<file path="src/rtl/bram_stream_rd_pkg.sv">
// Shared definitions for the block RAM streaming reader: controller state
// encoding, read-FIFO geometry and the credit arithmetic helper.
package bram_stream_rd_pkg;

    typedef enum logic [1:0] {
        ST_IDLE  = 2'd0,
        ST_RUN   = 2'd1,
        ST_DRAIN = 2'd2
    } state_t;

    // FIFO depth must stay a power of two so the pointers wrap for free.
    localparam int FIFO_DEPTH = 4;
    localparam int FIFO_PTR_W = $clog2(FIFO_DEPTH);
    localparam int FIFO_CNT_W = FIFO_PTR_W + 1;

    // Words the reader has committed to: buffered words plus reads in the
    // address and data stages of the memory pipeline.
    function automatic logic [FIFO_CNT_W:0] occupancy(
        input logic [FIFO_CNT_W-1:0] fifo_cnt,
        input logic                  addr_vld,
        input logic                  data_vld
    );
        return {1'b0, fifo_cnt}
             + {{FIFO_CNT_W{1'b0}}, addr_vld}
             + {{FIFO_CNT_W{1'b0}}, data_vld};
    endfunction

endpackage

</file>
<file path="src/rtl/bram_stream_rd_rd_fifo.sv">
// Small flop FIFO holding {last, data} words returned by the memory. The head
// entry is presented combinationally so the stream output has no extra latency.
module bram_stream_rd_rd_fifo
    import bram_stream_rd_pkg::*;
#(
    parameter int WIDTH = 17
) (
    input  logic                  clk_i,
    input  logic                  rst_i,
    input  logic                  push_i,
    input  logic                  pop_i,
    input  logic [WIDTH-1:0]      wdata_i,
    output logic [WIDTH-1:0]      rdata_o,
    output logic [FIFO_CNT_W-1:0] count_o,
    output logic                  valid_o
);

    logic [WIDTH-1:0]      entry_q [FIFO_DEPTH];
    logic [FIFO_PTR_W-1:0] wr_ptr_q, wr_ptr_d;
    logic [FIFO_PTR_W-1:0] rd_ptr_q, rd_ptr_d;
    logic [FIFO_CNT_W-1:0] count_q, count_d;
    logic                  push_ok;
    logic                  pop_ok;

    // Pop only when something is held; push is refused when full as a
    // safety net, although the reader's credit rule never lets that happen.
    assign pop_ok  = pop_i && (count_q != '0);
    assign push_ok = push_i && (count_q != FIFO_CNT_W'(FIFO_DEPTH));

    // Pointer and occupancy bookkeeping for the next cycle.
    always_comb begin
        wr_ptr_d = wr_ptr_q;
        rd_ptr_d = rd_ptr_q;
        count_d  = count_q;
        if (push_ok) begin
            wr_ptr_d = wr_ptr_q + FIFO_PTR_W'(1);
        end
        if (pop_ok) begin
            rd_ptr_d = rd_ptr_q + FIFO_PTR_W'(1);
        end
        if (push_ok && !pop_ok) begin
            count_d = count_q + FIFO_CNT_W'(1);
        end else if (!push_ok && pop_ok) begin
            count_d = count_q - FIFO_CNT_W'(1);
        end
    end

    // Pointer and count registers.
    always_ff @(posedge clk_i or posedge rst_i) begin
        if (rst_i) begin
            wr_ptr_q <= '0;
            rd_ptr_q <= '0;
            count_q  <= '0;
        end else begin
            wr_ptr_q <= wr_ptr_d;
            rd_ptr_q <= rd_ptr_d;
            count_q  <= count_d;
        end
    end

    // Storage entries; cleared on reset so the head reads zero afterwards.
    always_ff @(posedge clk_i or posedge rst_i) begin
        if (rst_i) begin
            for (int i = 0; i < FIFO_DEPTH; i++) begin
                entry_q[i] <= '0;
            end
        end else if (push_ok) begin
            entry_q[wr_ptr_q] <= wdata_i;
        end
    end

    assign rdata_o = entry_q[rd_ptr_q];
    assign count_o = count_q;
    assign valid_o = (count_q != '0);

endmodule

</file>
<file path="src/rtl/bram_stream_rd.sv">
// Streaming reader for a single-clock block RAM read port. A start command
// reads a wrapping address range and emits it as a valid/ready stream; a small
// FIFO absorbs the one-cycle registered read latency so the stream can run at
// one word per cycle, and a credit count keeps the FIFO from overflowing.
module bram_stream_rd
    import bram_stream_rd_pkg::*;
#(
    parameter int DATA_SZ = 16,
    parameter int ADDR_SZ = 8
) (
    input  logic               i_clk,
    input  logic               i_rst,
    input  logic               i_start,
    input  logic [ADDR_SZ-1:0] i_base,
    input  logic [ADDR_SZ:0]   i_len,
    output logic               o_busy,
    output logic [ADDR_SZ-1:0] o_raddr,
    input  logic [DATA_SZ-1:0] i_rdata,
    output logic               o_valid,
    input  logic               i_ready,
    output logic [DATA_SZ-1:0] o_data,
    output logic               o_last,
    output logic               o_done
);

    state_t                state_q, state_d;
    logic [ADDR_SZ-1:0]    raddr_q, raddr_d;
    logic [ADDR_SZ:0]      remain_q, remain_d;
    logic                  addr_vld_q, addr_vld_d;
    logic                  addr_last_q, addr_last_d;
    logic                  data_vld_q;
    logic                  data_last_q;
    logic                  done_q, done_d;

    logic                  start_acc;
    logic                  issue;
    logic                  credit_ok;
    logic                  pipe_empty;
    logic                  pop;
    logic                  last_hs;
    logic [FIFO_CNT_W-1:0] fifo_count;
    logic                  fifo_valid;
    logic [DATA_SZ:0]      fifo_head;

    // Credit is computed from registered state only, so the sink's ready has
    // no combinational path into the read-issue logic.
    assign credit_ok  = occupancy(fifo_count, addr_vld_q, data_vld_q)
                        < (FIFO_CNT_W+1)'(FIFO_DEPTH);
    assign pipe_empty = !fifo_valid && !addr_vld_q && !data_vld_q;
    assign pop        = fifo_valid && i_ready;
    assign last_hs    = pop && fifo_head[DATA_SZ];

    // Controller state register.
    always_ff @(posedge i_clk or posedge i_rst) begin
        if (i_rst) begin
            state_q <= ST_IDLE;
        end else begin
            state_q <= state_d;
        end
    end

    // Controller next-state logic. A zero-length request goes straight to
    // DRAIN with nothing pending, which finishes it on the following edge.
    always_comb begin
        state_d = state_q;
        case (state_q)
            ST_IDLE: begin
                if (i_start) begin
                    state_d = (i_len == '0) ? ST_DRAIN : ST_RUN;
                end
            end
            ST_RUN: begin
                if ((remain_q == '0) ||
                    (credit_ok && (remain_q == (ADDR_SZ+1)'(1)))) begin
                    state_d = ST_DRAIN;
                end
            end
            ST_DRAIN: begin
                if (last_hs || pipe_empty) begin
                    state_d = ST_IDLE;
                end
            end
            default: state_d = ST_IDLE;
        endcase
    end

    // Controller outputs: start acceptance, read issue and completion pulse.
    always_comb begin
        start_acc = (state_q == ST_IDLE) && i_start;
        issue     = (state_q == ST_RUN) && (remain_q != '0) && credit_ok;
        done_d    = (state_q == ST_DRAIN) && (state_d == ST_IDLE);
        o_busy    = (state_q != ST_IDLE);
    end

    // Address counter and remaining-word count; the final address is tagged
    // so the tag can travel with its data through the memory pipeline.
    always_comb begin
        raddr_d     = raddr_q;
        remain_d    = remain_q;
        addr_vld_d  = 1'b0;
        addr_last_d = 1'b0;
        if (start_acc) begin
            if (i_len != '0) begin
                raddr_d     = i_base;
                addr_vld_d  = 1'b1;
                addr_last_d = (i_len == (ADDR_SZ+1)'(1));
                remain_d    = i_len - (ADDR_SZ+1)'(1);
            end else begin
                remain_d    = '0;
            end
        end else if (issue) begin
            raddr_d     = raddr_q + ADDR_SZ'(1);
            addr_vld_d  = 1'b1;
            addr_last_d = (remain_q == (ADDR_SZ+1)'(1));
            remain_d    = remain_q - (ADDR_SZ+1)'(1);
        end
    end

    // Address stage, data stage and completion registers. Clearing the
    // stage valids on reset discards whatever the memory is returning.
    always_ff @(posedge i_clk or posedge i_rst) begin
        if (i_rst) begin
            raddr_q     <= '0;
            remain_q    <= '0;
            addr_vld_q  <= 1'b0;
            addr_last_q <= 1'b0;
            data_vld_q  <= 1'b0;
            data_last_q <= 1'b0;
            done_q      <= 1'b0;
        end else begin
            raddr_q     <= raddr_d;
            remain_q    <= remain_d;
            addr_vld_q  <= addr_vld_d;
            addr_last_q <= addr_last_d;
            data_vld_q  <= addr_vld_q;
            data_last_q <= addr_last_q;
            done_q      <= done_d;
        end
    end

    bram_stream_rd_rd_fifo #(
        .WIDTH (DATA_SZ + 1)
    ) u_rd_fifo (
        .clk_i   (i_clk),
        .rst_i   (i_rst),
        .push_i  (data_vld_q),
        .pop_i   (pop),
        .wdata_i ({data_last_q, i_rdata}),
        .rdata_o (fifo_head),
        .count_o (fifo_count),
        .valid_o (fifo_valid)
    );

    assign o_raddr = raddr_q;
    assign o_valid = fifo_valid;
    assign o_data  = fifo_head[DATA_SZ-1:0];
    assign o_last  = fifo_head[DATA_SZ];
    assign o_done  = done_q;

endmodule

</file>
<file path="config.mk">
export PLATFORM = sky130hd
export DESIGN_NAME = bram_stream_rd
export DESIGN_NICKNAME = d
export VERILOG_FILES = /design/src/rtl/bram_stream_rd_pkg.sv /design/src/rtl/bram_stream_rd_rd_fifo.sv /design/src/rtl/bram_stream_rd.sv
export SDC_FILE = /design/constraint.sdc
export NUM_CORES = 1
export LEC_CHECK = 0
export CORE_ASPECT_RATIO = 1.25
export CORE_MARGIN = 3
export CORE_UTILIZATION = 44
export CTS_CLUSTER_DIAMETER = 60
export DETAILED_ROUTE_END_ITERATION = 16
export PLACE_DENSITY_LB_ADDON = 0.3
export SLEW_MARGIN = 40
export SYNTH_ARGS = -nofsm -noshare
export SYNTH_HDL_FRONTEND = slang
export SYNTH_SLANG_ARGS = --single-unit
</file>
<file path="constraint.sdc">
create_clock -name i_clk -period 3 [get_ports i_clk]
set_input_delay 0.3 -clock i_clk [delete_from_list [all_inputs] [get_ports i_clk]]
set_output_delay 0.3 -clock i_clk [all_outputs]
set_load 0.02 [all_outputs]
</file>
==> run_results.csv, run 1 <==
group,metric,value,unit
timing,post-route-period-util,0.867,
die,fp-row-count,41,
synthesis,synth_top_area_share,0.517,
setup_path,crit_buf_inv,2,
run,max_cap_violations,0,
placement,dpl.cell_count,550,
synthesis,synth_xor_area_frac,0.0238,
synthesis,synthCells,360,
drt,routedWlPerCell,17.4,µm
finish,fin_cells,564,
drt,postRouteAntennaNets,0,
clocking,cts_setup_buffers,0,
setup_path,cp-start-kind,"register",
finish,fin_nets,482,
hold_path,hold_path_class,"reg2reg",
power_and_ir_drop,combPwrFrac,0.463,
synthesis,synth_top_area_cell,"dfrtp_1",
timing,rsz0062_at_grt,"no",
synthesis,yosys_warnings,0,
synthesis,synth_cell_type_count,49,
power_and_ir_drop,internal_power,4.56,mW
setup_path,worstPathCellList,"buf_4 > mux4_2 > clkdlybuf4s50_1",
power_and_ir_drop,p_switching,2.37,mW
synthesis,synth.yosys.seq_area_share,0.517,
clocking,ctsHoldBuffers,0,
drt,first_iter_violations,112,
synthesis,synth-compound-area-share,0.0591,
clocking,ctsResizeCount,0,
timing,clock.fmax,0.384,GHz
clocking,clockBufferDepth,2,
setup_path,cpPeakStageDelay,600,ps
synthesis,synth_adder_area_share,0.0355,
timing,setup_viol,0,
placement,port_buffers,64,
synthesis,synth.avg_cell_area,13.3,µm²
grt,grt-ovfl-total,0,
placement,dp_hpwl,6810,µm
finish,syn2layout_area_growth,24.4,%
setup_path,cp-end-kind,"output port",
finish,antenna_cells,0,
power_and_ir_drop,pwr-share-seq,0.352,
placement,globalplace.congestion,0.825,
timing,slew_headroom,0.605,
drt,route.detailed.drc,0,
die,fp.dieW,99.3,µm
die,core_area,10400,µm²
drt,dr.pass1.iters,4,
finish,area.sequential,2480,µm²
power_and_ir_drop,power.density,1160,nW/µm²
setup_path,crit_arrival,2300,ps
die,die_h,123,µm
grt,antenna_found_initial,0,
synthesis,ys_async_sr_fraction,1.00,
finish,utilization,0.575,
grt,grt_pass1_vias,3425,
synthesis,synth_edf_count,0,
setup_path,slowest_stage,"dfrtp_1",
power_and_ir_drop,p_sw_frac,0.342,
power_and_ir_drop,pwr-share-clk,0.185,
die,start_util,0.462,
die,die_area,12200,µm²
run_status,status,"finished, final reports clean",
grt,grt_max_degree,66,
drt,totalWireLength,9810,µm
timing,drv_slew,0,
timing,finClkSkew,4.95,ps
timing,tightest_slew,593,ps
timing,finalCriticalPeriod,2600,ps
power_and_ir_drop,irDropWorstVdd,0.470,mV
die,design.portCount,65,
finish,fillCellCount,856,
synthesis,synth_top_family_by_area,"multiplexers",
setup_path,cp.required,2700,ps
setup_path,crit_type,"reg2out",
timing,finalHoldViolations,0,
synthesis,syn_area,4790,µm²
clocking,tritoncts,"built",
timing,setup_tns,0,ps
clocking,root_buffer,"clkbuf_16",
clocking,clkLatencyLatePin,340,ps
grt,grt_pass1_wl,16600,µm
clocking,cts_buffers,9,
synthesis,synthMuxAreaShare,0.246,
synthesis,synthSimpleGateAreaFrac,0.0967,
clocking,cts-htree-levels,3,
setup_path,cp_max_fo,8,
finish,layout-drive-gt1-share,0.278,
synthesis,synth_nets,410,
setup_path,critPathTopFamily,"buffers and inverters",
clocking,clock-sinks,99,
finish,multi_input_area,2210,µm²
synthesis,synth-main-ff-cell,"dfrtp_1",
drt,vias,3155,
synthesis,yosys-top-cells-area,"dfrtp_1 (52%), mux2_2 (16%), mux4_2 (8.0%)",
drt,routed_via_density,5.59,
grt,globalRouteTotalUtil,0.173,
synthesis,ys_ff_latch,99,
clocking,path_clk_slew,60,ps
power_and_ir_drop,p_leak,2.46,nW
-- cells by family after synthesis --
kind of cell | count (synthesis)
compound gates | 42
xor+xnor | 13
fa+ha+maj | 13
buf+inv | 24
flops | 99
mux | 88
simple gates | 81
-- Yosys cell counts (2+ instances only) --
cell type,number
a211o_1,2
a211oi_1,6
a21oi_1,7
a311oi_1,3
a31oi_1,3
and3_1,4
and4_1,3
buf_2,9
clkbuf_1,5
dfrtp_1,99
ha_1,12
inv_1,10
mux2_2,69
mux2i_1,2
mux4_2,17
nand2_1,12
nand2b_1,2
nand3_1,10
nand4_1,5
nor2_1,18
nor3_1,9
nor3b_1,2
nor4b_1,3
o21ai_0,10
o221ai_1,2
or4_4,2
xnor2_1,5
xor2_1,8
-- through the flow --
step           worst slack (ps)  cell area, µm²  power [mW]  hold slack, ps
5_1_grt                     270            5960        7.39             371
3_3_place_gp                716            5620        5.59             335
3_5_place_dp                680            5630        5.70             338
6_report                    399            5960        6.93             349
4_1_cts                     332            5960        7.01             353
2_1_floorplan               110            4790        4.57             331
-- layer usage --
metal  vias up  global-route usage  routed length (µm)
met5         -                   0                   0
li1       1491                   -                   -
met3        15              0.0443                 460
met1      1579               0.217                4300
met2        70               0.287                4870
met4         0              0.0683                 170
-- power by group through the flow --
stage / sequential (mW) / combinational, mW / clock, mW
finish: 2.43 / 3.21 / 1.28
global route: 2.53 / 3.49 / 1.37
CTS: 2.43 / 3.26 / 1.31
detailed placement: 2.45 / 3.25 / 0
global placement: 2.42 / 3.17 / 0
floorplan: 2.37 / 2.20 / 0
-- flip-flops by register name (all words and copies together), names as in the netlist, 2 cells and up --
signal / count
u_rd_fifo.entry_q: 68
o_raddr: 8
u_rd_fifo.count_o: 3
remain_q: 9
state_q: 2
u_rd_fifo.wr_ptr_q: 2
u_rd_fifo.rd_ptr_q: 2
-- cells in the final DEF (no fill, tap or decap), drive strengths merged, types with 3 or more instances in the layout --
cell type	synthesis	routed
and4	3	3
a31oi	3	3
a211oi	6	6
inv	10	10
mux4	17	17
o21ai	10	10
nand4	5	5
bufinv	0	3
nor4b	3	3
xnor2	5	5
a21oi	7	7
nor3	10	10
clkdlybuf4s50	0	64
xor2	8	8
clkbuf	5	9
nor2	18	18
ha	12	12
nand2	13	13
mux2	69	69
a311oi	3	3
and3	4	4
buf	9	11
nand3	10	10
dfrtp	99	99
-- path summary, 6_finish.rpt --
path,start,to,slack (ps),cells after the start
setup / recovery,u_rd_fifo.rd_ptr_q[0]$_DFFE_PP0P_,o_data[0],400,3
hold / removal,addr_last_q$_DFF_PP0_,data_last_q$_DFF_PP0_,350,0
setup reg to reg,u_rd_fifo.count_o[1]$_DFFE_PP0P_,u_rd_fifo.count_o[2]$_DFFE_PP0P_,730,8
hold reg to reg,addr_last_q$_DFF_PP0_,data_last_q$_DFF_PP0_,350,0
max in group asynchronous,i_rst,u_rd_fifo.entry_q[49]$_DFFE_PP0P_,1990,3
min in group asynchronous,i_rst,u_rd_fifo.entry_q[53]$_DFFE_PP0P_,420,2
-- layout make-up --
cell class | count | share of cell area
clock inverter | 5 | 0.0174
inverter | 10 | 0.00714
clock buffer | 9 | 0.0378
sequential | 99 | 0.416
multi-input combinational | 237 | 0.371
timing repair buffer | 75 | 0.123
tap | 129 | 0.0271
-- worst register-to-register path, stage by stage, from the launching register on --
cell and delay, ps:
dfrtp_1 450, or3_1 460, nand2_1 170, ha_1 210
inv_1 60, fa_1 380, xor2_1 180, nor2_1 120
xor2_1 170
Power figures use the tool's default switching activity.
==> run 2: changes to the inputs <==
--- a/config.mk
+++ b/config.mk
@@ -6,7 +6,9 @@
 export NUM_CORES = 1
 export LEC_CHECK = 0
+export CELL_PAD_IN_SITES_DETAIL_PLACEMENT = 1
+export CELL_PAD_IN_SITES_GLOBAL_PLACEMENT = 1
 export CORE_ASPECT_RATIO = 1.25
 export CORE_MARGIN = 3
-export CORE_UTILIZATION = 44
+export CORE_UTILIZATION = 41
 export CTS_CLUSTER_DIAMETER = 60
 export DETAILED_ROUTE_END_ITERATION = 16
==> constraint.sdc (replaced) <==
create_clock -name i_clk -period 3 [get_ports i_clk]
set_input_delay 0.6 -clock i_clk [delete_from_list [all_inputs] [get_ports i_clk]]
set_output_delay 0.6 -clock i_clk [all_outputs]
set_load 0.02 [all_outputs]
==> run_results.csv, run 2 (synthesis results as in run 1) <==
group,metric,value,unit
drt,routed_via_density,5.63,
grt,grt-ovfl-total,0,
drt,totalWireLength,10900,µm
run,max_cap_violations,0,
die,fp.dieW,103,µm
finish,fillCellCount,1119,
die,core_area,11200,µm²
setup_path,crit_type,"reg2out",
timing,drv_slew,0,
setup_path,cp.required,2400,ps
grt,grt_max_degree,73,
clocking,cts_setup_buffers,0,
power_and_ir_drop,irDropWorstVdd,0.417,mV
placement,dpl.cell_count,558,
grt,grt_pass1_wl,18000,µm
placement,dp_hpwl,7760,µm
power_and_ir_drop,total_power,6.82,mW
finish,syn2layout_area_growth,23.8,%
power_and_ir_drop,power.density,1150,nW/µm²
timing,slew_headroom,0.703,
power_and_ir_drop,p_leak,2.44,nW
finish,final_cell_mix,"dfrtp_1 (99), mux2_2 (69), clkdlybuf4s50_1 (64), nor2_1 (18), mux4_2 (17)",
setup_path,cp-end-kind,"output port",
finish,layout-drive-gt1-share,0.279,
timing,rsz0062_at_grt,"no",
hold_path,hold_depth,0,
clocking,cts-htree-levels,3,
timing,tightest_slew,445,ps
die,fp-row-count,43,
timing,clock.fmax,0.370,GHz
clocking,path_clk_slew,60,ps
drt,route.met3.wl,353,µm
run_status,status,"finished, final reports clean",
clocking,root_buffer,"clkbuf_16",
die,start_util,0.426,
grt,grt_pass1_vias,3556,
drt,vias,3228,
timing,setup_tns,0,ps
die,design.portCount,65,
finish,antenna_cells,0,
setup_path,crit_arrival,2100,ps
timing,post-route-period-util,0.900,
grt,antenna_found_initial,0,
die,die_area,13000,µm²
drt,routedWlPerCell,19.0,µm
setup_path,cp-start-kind,"register",
setup_path,r2r_cells,6,
clocking,clock-sinks,99,
drt,route.detailed.drc,0,
grt,globalRouteTotalUtil,0.179,
clocking,cts_buffers,9,
timing,finalCriticalPeriod,2700,ps
clocking,clkLatencyLatePin,340,ps
drt,wl_met1,4500,µm
clocking,clockBufferDepth,2,
drt,dr_wl_met2,5850,µm
placement,port_buffers,64,
finish,regMostFlops,"u_rd_fifo.entry_q",
clocking,ctsResizeCount,0,
die,die_h,127,µm
drt,postRouteAntennaNets,0,
drt,dr.pass1.iters,4,
finish,largest_reg_flops,68,
placement,dpl_cell_area,5650,µm²
hold_path,hold_path_class,"reg2reg",
clocking,tritoncts,"built",
finish,fin_nets,484,
finish,final_cell_area,5930,µm²
clocking,ctsHoldBuffers,0,
placement,globalplace.congestion,0.777,
setup_path,cp_max_fo,12,
finish,final_common_cell,"dfrtp_1",
drt,first_iter_violations,70,
timing,finClkSkew,4.61,ps
timing,setup_viol,0,
finish,fin_cells,573,
timing,finalHoldViolations,0,
drt,top_layer,"met4",
## run 2: final timing paths
kind / start / endpoint / slack [ps]
max in group asynchronous: i_rst / u_rd_fifo.rd_ptr_q[1]$_DFFE_PP0P_ / 1730
min: addr_last_q$_DFF_PP0_ / data_last_q$_DFF_PP0_ / 350
min reg2reg: addr_last_q$_DFF_PP0_ / data_last_q$_DFF_PP0_ / 350
max reg2reg: u_rd_fifo.count_o[0]$_DFFE_PP0P_ / o_raddr[0]$_DFFE_PP0P_ / 780
min in group asynchronous: i_rst / u_rd_fifo.entry_q[37]$_DFFE_PP0P_ / 590
max: u_rd_fifo.rd_ptr_q[0]$_DFFE_PP0P_ / o_data[1] / 300
## run 2: final cells by class
type / instances / area (µm²) / area share
Tap cell: 135 / 169 / 0.0285
Clock buffer: 13 / 270 / 0.0456
Clock inverter: 2 / 10.0 / 0.00169
Timing Repair Buffer: 77 / 751 / 0.127
Inverter: 10 / 41.3 / 0.00696
Sequential cell: 99 / 2480 / 0.418
Multi-Input combinational cell: 237 / 2210 / 0.373
## run 2: stage by stage
stage / utilization / hold WS, ps / setup slack [ps]
after global routing: 0.527 / 359 / 224
after detailed placement: 0.502 / 339 / 321
after floorplan: - / 331 / 822
after global placement: 0.502 / 335 / 452
final: 0.527 / 350 / 301
after CTS: 0.527 / 352 / 245
## run 2: where the power goes
part | total [mW] | internal (mW) | switching, mW
Combinational | 3.28 | 1.77 | 1.51
Clock | 1.09 | 0.623 | 0.466
Sequential | 2.45 | 1.99 | 0.457
## run 2: worst max-delay path: stages (launching register included)
cell and delay (ps):
dfrtp_1 350, buf_4 280, mux4_2 560, clkdlybuf4s50_1 560
## run 2: layer usage
layer  vias up  global-route usage
met5         -                   0
met4         0              0.0641
met3        14              0.0330
met2        62               0.314
met1      1666               0.216
li1       1486                   -
==> run 3: changes to the inputs <==
REMOVE_ABC_BUFFERS = 1   (was not set)
==> run_results.csv, run 3 (synthesis results as in run 1) <==
group,metric,value,unit
setup_path,crit_type,"reg2out",
timing,post-route-period-util,0.877,
power_and_ir_drop,irDropWorstVdd,0.365,mV
drt,postRouteAntennaNets,0,
die,start_util,0.426,
clocking,cts_setup_buffers,0,
die,die_h,127,µm
power_and_ir_drop,p_leak,2.45,nW
finish,area.sequential,2480,µm²
clocking,cts-htree-levels,3,
timing,drv_slew,0,
setup_path,crit_arrival,2030,ps
timing,clock.fmax,0.380,GHz
clocking,cts_buffers,9,
placement,port_buffers,64,
timing,tightest_slew,688,ps
drt,routed_via_density,5.63,
die,core_area,11200,µm²
setup_path,cp-end-kind,"output port",
placement,dpl.cell_count,558,
timing,finalHoldViolations,0,
timing,hold_slack,354,ps
timing,slew_headroom,0.541,
clocking,root_buffer,"clkbuf_16",
drt,routedWlPerCell,18.7,µm
finish,multi_input_area,2210,µm²
grt,grt_pass1_vias,3637,
grt,globalRouteTotalUtil,0.175,
timing,rsz0062_at_grt,"no",
clocking,ctsHoldBuffers,0,
timing,finClkSkew,5.68,ps
finish,syn2layout_area_growth,24.2,%
finish,utilization,0.529,
timing,setup_viol,0,
finish,fin_nets,484,
setup_path,cp-start-kind,"register",
clocking,tritoncts,"built",
die,die_area,13000,µm²
drt,first_iter_violations,66,
drt,dr.pass1.iters,4,
power_and_ir_drop,total_power,6.86,mW
drt,vias,3232,
hold_path,hold_depth,0,
clocking,clockBufferDepth,2,
run_status,status,"finished, final reports clean",
finish,regMostFlops,"u_rd_fifo.entry_q",
placement,dp_slack,280,ps
grt,grt_pass1_wl,17700,µm
placement,dp_hpwl,7700,µm
setup_path,cp.required,2400,ps
clocking,path_clk_slew,60,ps
die,fp-row-count,43,
power_and_ir_drop,power.density,1150,nW/µm²
run,max_cap_violations,0,
finish,fin_cells,574,
clocking,clock-sinks,99,
hold_path,hold_path_class,"reg2reg",
placement,globalplace.congestion,0.832,
timing,setup_slack,368,ps
grt,grt-ovfl-total,0,
finish,largest_reg_flops,68,
grt,antenna_found_initial,0,
finish,fillCellCount,1126,
clocking,clkLatencyLatePin,340,ps
die,fp.dieW,103,µm
timing,finalCriticalPeriod,2630,ps
finish,final_common_cell,"dfrtp_1",
grt,grt_max_degree,53,
drt,totalWireLength,10700,µm
setup_path,cp_max_fo,19,
finish,final_cell_mix,"dfrtp_1 (99), mux2_2 (69), clkdlybuf4s50_1 (64), nor2_1 (18), mux4_2 (17)",
drt,route.detailed.drc,0,
die,design.portCount,65,
setup_path,r2r_cells,8,
clocking,ctsResizeCount,0,
finish,layout-drive-gt1-share,0.276,
finish,antenna_cells,0,
## run 3: cell types whose count changed in the layout (fill, tap and decap cells not counted)
cell	change
clkbuf_8	-3
clkbuf_1	+2
buf_12	+1
buf_4	-1
bufinv_16	+1
clkinv_2	-1
clkinv_4	+1
inv_4	+1
## run 3: final timing paths
path / start / end / slack, ps
max reg2reg: u_rd_fifo.count_o[1]$_DFFE_PP0P_ / u_rd_fifo.count_o[2]$_DFFE_PP0P_ / 820
min in group asynchronous: i_rst / u_rd_fifo.count_o[0]$_DFFE_PP0P_ / 720
min: addr_last_q$_DFF_PP0_ / data_last_q$_DFF_PP0_ / 350
max: u_rd_fifo.rd_ptr_q[0]$_DFFE_PP0P_ / o_last / 370
max in group asynchronous: i_rst / u_rd_fifo.entry_q[18]$_DFFE_PP0P_ / 1530
min reg2reg: addr_last_q$_DFF_PP0_ / data_last_q$_DFF_PP0_ / 350
## run 3: metrics by stage
step / area [µm²] / TNS [ps]
floorplan: 4720 / -18850
global placement: 5660 / 0
detailed placement: 5660 / 0
CTS: 5950 / 0
global route: 5950 / 0
finish: 5950 / 0
## run 3: area by class of cell
| cell class | instances | area share |
|---|---|---|
| Sequential cell | 99 | 0.417 |
| Multi-Input combinational cell | 237 | 0.372 |
| Timing Repair Buffer | 77 | 0.128 |
| Clock buffer | 12 | 0.0398 |
| Tap cell | 135 | 0.0284 |
| Clock inverter | 4 | 0.00863 |
| Inverter | 10 | 0.00673 |
## run 3: critical path, cell delays in order, from the launching register on
cell and delay, ps:
dfrtp_1 370, buf_12 200, mux4_2 560, clkdlybuf4s50_1 560
## run 3: layer usage
layer | vias to the layer above | track usage | routed length (µm)
li1 | 1496 | - | -
met1 | 1675 | 0.206 | 4450
met2 | 51 | 0.317 | 5820
met3 | 10 | 0.0275 | 287
met4 | 0 | 0.0571 | 163
met5 | - | 0 | 0
## run 3: power by group
| part | switching, mW | leakage [nW] | internal [mW] |
|---|---|---|---|
| Combinational | 1.49 | 1.14 | 1.79 |
| Clock | 0.481 | 0.137 | 0.648 |
| Sequential | 0.450 | 1.17 | 1.99 |
